==> config.mk <==
export PLATFORM = sky130hd
export DESIGN_NAME = bus_sequencer
export DESIGN_NICKNAME = d
export VERILOG_FILES = /design/src/rtl/bus_sequencer.sv
export SDC_FILE = /design/constraint.sdc
export NUM_CORES = 1
export LEC_CHECK = 0
export ABC_AREA = 1
export BUFFER_PORTS_ARGS = -buffer_cell sky130_fd_sc_hd__buf_2
export CORE_AREA = 2 2 54 56
export DETAILED_ROUTE_END_ITERATION = 12
export DIE_AREA = 0 0 56 58
export PLACE_DENSITY = 0.74
export SLEW_MARGIN = 20
export SYNTH_ARGS = -nofsm -noshare
export SYNTH_HDL_FRONTEND = slang
export SYNTH_SLANG_ARGS = --single-unit
==> constraint.sdc <==
create_clock -name clock -period 1.79 [get_ports clock]
set_clock_uncertainty 0.05 [all_clocks]
set_input_delay 0.0895 -clock clock [delete_from_list [all_inputs] [get_ports clock]]
set_output_delay 0.0895 -clock clock [all_outputs]
set_load 0.05 [all_outputs]
==> src/rtl/bus_sequencer.sv <==
// Bus move sequencer: round-robin arbitration of register-to-register moves,
// driving per-register ENABLE/LOAD controls through a PRIME/XFER/DONE sequence.
package bus_sequencer_pkg;
    typedef enum logic [1:0] {
        REG_NOP    = 2'b00,
        REG_ENABLE = 2'b01,
        REG_LOAD   = 2'b10
    } reg_op_e;
endpackage

module bus_sequencer
    import bus_sequencer_pkg::*;
#(
    parameter int N_REQ = 2,
    parameter int N_REG = 4,
    parameter int IDXW  = 4,
    localparam int GW   = (N_REQ > 1) ? $clog2(N_REQ) : 1
) (
    input  logic                  clock,
    input  logic                  reset,
    input  logic [N_REQ-1:0]      req_valid,
    input  logic [N_REQ*IDXW-1:0] req_src,
    input  logic [N_REQ*IDXW-1:0] req_dst,
    output logic [N_REQ-1:0]      req_done,
    output logic                  req_err,
    output logic [N_REG-1:0][1:0] reg_op,
    output logic                  busy,
    output logic [GW-1:0]         grant_id,
    output logic [7:0]            xfer_count
);
    typedef enum logic [1:0] {ST_IDLE, ST_PRIME, ST_XFER, ST_DONE} state_e;

    state_e          state_q, state_d;
    logic [GW-1:0]   rrPtr_q, rrPtr_d;
    logic [GW-1:0]   grant_q, grant_d;
    logic [IDXW-1:0] src_q, src_d;
    logic [IDXW-1:0] dst_q, dst_d;
    logic            err_q, err_d;
    logic [7:0]      count_q, count_d;

    logic            anyValid;
    logic [GW-1:0]   pick;
    logic [IDXW-1:0] pickSrc, pickDst;
    logic            pickBad;

    // The first loop finds the lowest requester overall (the wrap-around
    // candidate); the second overrides it with the lowest one at or after rrPtr.
    always_comb begin
        anyValid = |req_valid;
        pick     = rrPtr_q;
        for (int i = N_REQ - 1; i >= 0; i--) begin
            if (req_valid[i]) begin
                pick = GW'(i);
            end
        end
        for (int i = N_REQ - 1; i >= 0; i--) begin
            if (req_valid[i] && (GW'(i) >= rrPtr_q)) begin
                pick = GW'(i);
            end
        end
        pickSrc = '0;
        pickDst = '0;
        for (int i = 0; i < N_REQ; i++) begin
            if (GW'(i) == pick) begin
                pickSrc = req_src[i*IDXW +: IDXW];
                pickDst = req_dst[i*IDXW +: IDXW];
            end
        end
        pickBad = (pickSrc == pickDst)
               || ({1'b0, pickSrc} >= (IDXW+1)'(N_REG))
               || ({1'b0, pickDst} >= (IDXW+1)'(N_REG));
    end

    always_ff @(posedge clock) begin
        if (!reset) begin
            state_q <= ST_IDLE;
            rrPtr_q <= '0;
            grant_q <= '0;
            src_q   <= '0;
            dst_q   <= '0;
            err_q   <= 1'b0;
            count_q <= '0;
        end else begin
            state_q <= state_d;
            rrPtr_q <= rrPtr_d;
            grant_q <= grant_d;
            src_q   <= src_d;
            dst_q   <= dst_d;
            err_q   <= err_d;
            count_q <= count_d;
        end
    end

    always_comb begin
        state_d = state_q;
        rrPtr_d = rrPtr_q;
        grant_d = grant_q;
        src_d   = src_q;
        dst_d   = dst_q;
        err_d   = err_q;
        count_d = count_q;
        unique case (state_q)
            ST_IDLE: begin
                if (anyValid) begin
                    grant_d = pick;
                    src_d   = pickSrc;
                    dst_d   = pickDst;
                    err_d   = pickBad;
                    rrPtr_d = (pick == GW'(N_REQ - 1)) ? '0 : pick + 1'b1;
                    state_d = pickBad ? ST_DONE : ST_PRIME;
                end
            end
            ST_PRIME: state_d = ST_XFER;
            ST_XFER:  state_d = ST_DONE;
            ST_DONE: begin
                if (!err_q) begin
                    count_d = count_q + 8'd1;
                end
                state_d = ST_IDLE;
            end
            default:  state_d = ST_IDLE;
        endcase
    end

    // Source stays enabled through XFER so the bus holds its refreshed value
    // while the destination loads.
    always_comb begin
        busy       = (state_q != ST_IDLE);
        grant_id   = grant_q;
        req_err    = (state_q == ST_DONE) && err_q;
        xfer_count = count_q;
        req_done   = '0;
        for (int i = 0; i < N_REQ; i++) begin
            if ((state_q == ST_DONE) && (GW'(i) == grant_q)) begin
                req_done[i] = 1'b1;
            end
        end
        for (int r = 0; r < N_REG; r++) begin
            reg_op[r] = REG_NOP;
            if (((state_q == ST_PRIME) || (state_q == ST_XFER)) && (IDXW'(r) == src_q)) begin
                reg_op[r] = REG_ENABLE;
            end else if ((state_q == ST_XFER) && (IDXW'(r) == dst_q)) begin
                reg_op[r] = REG_LOAD;
            end
        end
    end
endmodule

---- Yosys cells after proc, flatten, opt, wreduce, memory -nomap -nowiden ----
Cells that the tools add are included.
cells by class
  muxes and demuxes ....................... 20
  bitwise gates (word level) .............. 2
  magnitude comparators ................... 4
  equality and inequality tests ........... 11
  reductions and logical operators ........ 23
  add/subtract/negate cells ............... 2
operators with widths
  cell                                                                                 count
  2-bit 2-to-1 mux                                                                     10
  2-bit by 4-bit equality test with 1-bit output, first input constant                 4
  1-bit logical AND                                                                    13
  8-bit by 1-bit adder with 8-bit output, second input constant                        1
  1-bit by 4-bit equality test with 1-bit output, first input constant                 2
  4-bit by 3-bit greater-or-equal comparator with 1-bit output, second input constant  2
  4-bit logical NOT                                                                    2
  4-bit 2-to-1 mux                                                                     2
  2-bit one-hot mux with 4 select lines                                                1
  1-bit 2-to-1 mux                                                                     7
  2-bit equality test, second input constant                                           2
  4-bit equality test                                                                  1
  2-bit AND reduction                                                                  2
  1-bit logical OR                                                                     3
  2-bit by 1-bit equality test with 1-bit output, second input constant                1
  1-bit greater-or-equal comparator, first input constant                              2
  2-bit logical NOT                                                                    1
  2-bit inequality test, second input constant                                         1
  1-bit inverter                                                                       2
  2-bit nonzero test                                                                   1
  2-bit OR reduction                                                                   1
  1-bit adder, second input constant                                                   1
word-level totals
  output and inout bits ................... 21
  input port bits ......................... 20
  register bits ........................... 21
  logic and storage cells ................. 69

---- Depth between registers and ports, before layout ----
  depth in word-level cells ............... 11
  gate-level depth with buffers ........... 12
  depth with buffers taken out ............ 12

---- Worst setup path before layout ----
No wires, ideal clock.
  path kind ............................... register -> output
  from .................................... register state_q[0]
  to ...................................... output port reg_op[1] (netlist name)
  stages on the path, launching flop included .. 6
  buffers on the path ..................... 0
  required time ........................... 1,651 ps
  arrival time ............................ 2,981 ps
  slack ................................... -1,331 ps
  path through ............................ dfxtp_1 -> inv_1 -> ha_1 -> inv_1 -> nor4_1 -> nor3_1
RTL lines
  what                    RTL line  RTL
  from (decl)             33        state_e state_q, state_d;
  from (signal assigned)  84        state_q <= state_d;
  to (decl)               26        output logic [N_REG-1:0][1:0] reg_op,

==> flow_metrics.tcl <==
set metrics [dict create \
    rows 19 \
    clock_latency_ns 0.31 \
    violations "negative setup slack" \
    crit_arrival_ns 1.70 \
    ys_types 28 \
    yosysSeqAreaShare 0.339 \
    worstMarginPinSlew_ns 0.628 \
    cts_max_level 1 \
    min_path_type "in2reg" \
    grt_remaining_overflow 0 \
    drv_slew 0 \
    finalCriticalPeriod_ns 1.84 \
    first_pass_iters 7 \
    synthFlopType "dfxtp_1" \
    maxCapViolCount 0 \
    synth_fp_nets 214 \
    io_buffer_count 40 \
    drc_errors 0 \
    grt_pass1_wl_mm 4.96 \
    synth-seq-cells 21 \
    hold_end "xfer_count[7]" \
    worstSetupEndpointType "output port" \
    initial_core_util 0.466 \
    start_kind "register" \
    gp_congestion 0.789 \
    regArea_um2 423 \
    synth_top_area_frac 0.339 \
    path_class "reg2out" \
    synth.avg_cell_area_um2 6.53 \
    grt_max_degree 20 \
    num_io_pins 41 \
    slew_headroom 0.577 \
    netlist_area_um2 1240 \
    die_y_um 58 \
    cts_tree "yes" \
    fin_hold_ws_ns 0.0371 \
    path_clk_slew_ns 0.13 \
    grt_pass1_vias 1241 \
    finalCritPeriodShare 1.03 \
    peakVddDrop_mv 1.17 \
    path_max_fanout 2 \
    multiInputGateArea_um2 797 \
    fmax_mhz 542 \
    critPathLaunch "state_q[0]" \
    nets 266 \
    vias 1294 \
    power_mw 2.24 \
    fillers 235 \
    drt_iter0_drc 24 \
    antenna_found_initial 0 \
    grt.total_usage 0.193 \
    path_buf_inv 4 \
    core_um2 2660 \
    status "complete, but fails checks" \
    synth_area_leader_cell "dfxtp_1" \
    worstHoldStart "reset" \
    syn2layout_area_growth_pct 45.4 \
    clkSinkCount 21 \
    syn_inst 190 \
    drive_gt1_frac 0.357 \
    rr_worst_depth 11 \
    setup_viol_count_final 8 \
    vias_per_cell 4.76 \
    hpwl_mm 2.28 \
    clk_path_buf_depth 2 \
    cpLargestDelayFamily "buffers and inverters" \
    die_area_um2 3250 \
    ant_nets 0 \
    hold_viol_final 0 \
    cts_root_buf "clkbuf_4" \
    synth.area.top_cells "dfxtp_1, inv_1, nand2_1, a21oi_1, ha_1" \
    cts_made_buffers 3 \
    r2r-start "state_q[0]" \
    synthTopCellsByCount "inv_1, nand2_1, dfxtp_1, a21oi_1, nor2_1" \
    rsz0062_at_grt "yes" \
    critPathMostFrequentCell "buf_6" \
    r2r_slack_ns 0.15 \
    diodes 0 \
    synth_edf_count 0 \
    leakagePower_nw 0.917 \
    r2r_end "xfer_count[7]" \
    synthArstFlopShare 0 \
    dieWidth_um 56 \
    synth_warnings 0 \
    power_density_nw_per_um2 1240 \
    crit_chain "inv_2 -> ha_4 -> clkinvlp_4 -> buf_6 -> nor4_4 -> buf_6" \
    wl_mm 2.96 \
    worst_slack_ns -0.0540 \
    slowest_delay_ns 0.36 \
    whs_path_depth 3 \
    crit_required_ns 1.65 \
    cp_slowest_cell "dfxtp_2" \
    wl_per_cell_um 10.9 \
]
[tightest hold or removal path, stage by stage]
cell     delay, ns
buf_2         0.17
o21ai_2       0.08
a21oi_2       0.03
[cells by family after synthesis]
kind of cell	after synthesis	synth area share
buf+inv	47	0.149
compound gates	35	0.160
fa+ha+maj	4	0.0404
flops	21	0.339
simple gates	83	0.311
[metrics by stage]
| step | worst slack (ns) | TNS [ns] | std cells | instance area, um2 | utilization |
|---|---|---|---|---|---|
| floorplan | 0.0256 | 0 | 190 | 1350 | - |
| global placement | 0.201 | 0 | 260 | 1580 | 0.594 |
| detailed placement | 0.119 | 0 | 260 | 1580 | 0.594 |
| CTS | -0.143 | -0.618 | 269 | 1730 | 0.650 |
| global route | -0.175 | -1.21 | 272 | 1800 | 0.677 |
| finish | -0.0540 | -0.392 | 272 | 1800 | 0.677 |
[placed cells by master (no fill, tap or decap), drive strengths merged]
master,instances
buf,51
nand2,45
inv,42
dfxtp,21
o21ai,15
nor2,13
a21oi,12
nand3,10
nor3,7
nor4,4
o211ai,4
ha,4
clkbuf,3
clkinvlp,2
or2,1
o221ai,1
and3,1
nand3b,1
o22ai,1
a211oi,1
o21a,1
nor3b,1
[flip-flops by register name, summed over array words and instances, names as in the netlist]
| register | count |
|---|---|
| xfer_count | 8 |
| dst_q | 4 |
| src_q | 4 |
| state_q | 2 |
| err_q | 1 |
| grant_id | 1 |
| rrPtr_q | 1 |
[final cells by class]
| type | count | share of cell area |
|---|---|---|
| well taps | 31 | 0.0215 |
| repair buffers | 51 | 0.194 |
| clock buffers | 3 | 0.0125 |
| flip-flops and latches | 21 | 0.235 |
| clock inverters | 1 | 0.00416 |
| inverters | 43 | 0.0916 |
| multi-input cells | 122 | 0.442 |
[per-layer routing]
metal	global-route usage	share of wire	up-vias
met3	0.0580	0.038	4
met1	0.221	0.45	554
met4	0.0680	0.012	0
met5	0	0	-
li1	-	-	708
met2	0.341	0.50	28
[report_power, final]
group / total, mW / internal [mW] / switching (mW)
logic: 1.33 / 0.515 / 0.818
clock network: 0.246 / 0.0853 / 0.160
registers: 0.659 / 0.569 / 0.0894
[what timing repair did]
action,4_1_cts,5_1_grt
hold buffers,0,0
setup endpoints to repair,8,10
pin swaps,4,9
setup buffers,5,4
gates resized for setup,22,14
[worst max path at each step]
| stage | end | slack [ns] | cells past startpoint |
|---|---|---|---|
| after floorplan | reg_op[1] | 0.03 | 5 |
| after global placement | xfer_count[7] | 0.20 | 10 |
| after detailed placement | xfer_count[7] | 0.12 | 10 |
| after CTS | reg_op[3] | -0.14 | 7 |
| after global routing | reg_op[1] | -0.17 | 7 |
| final | reg_op[0] | -0.05 | 6 |
Note: power is estimated with default switching activity, not from simulation.
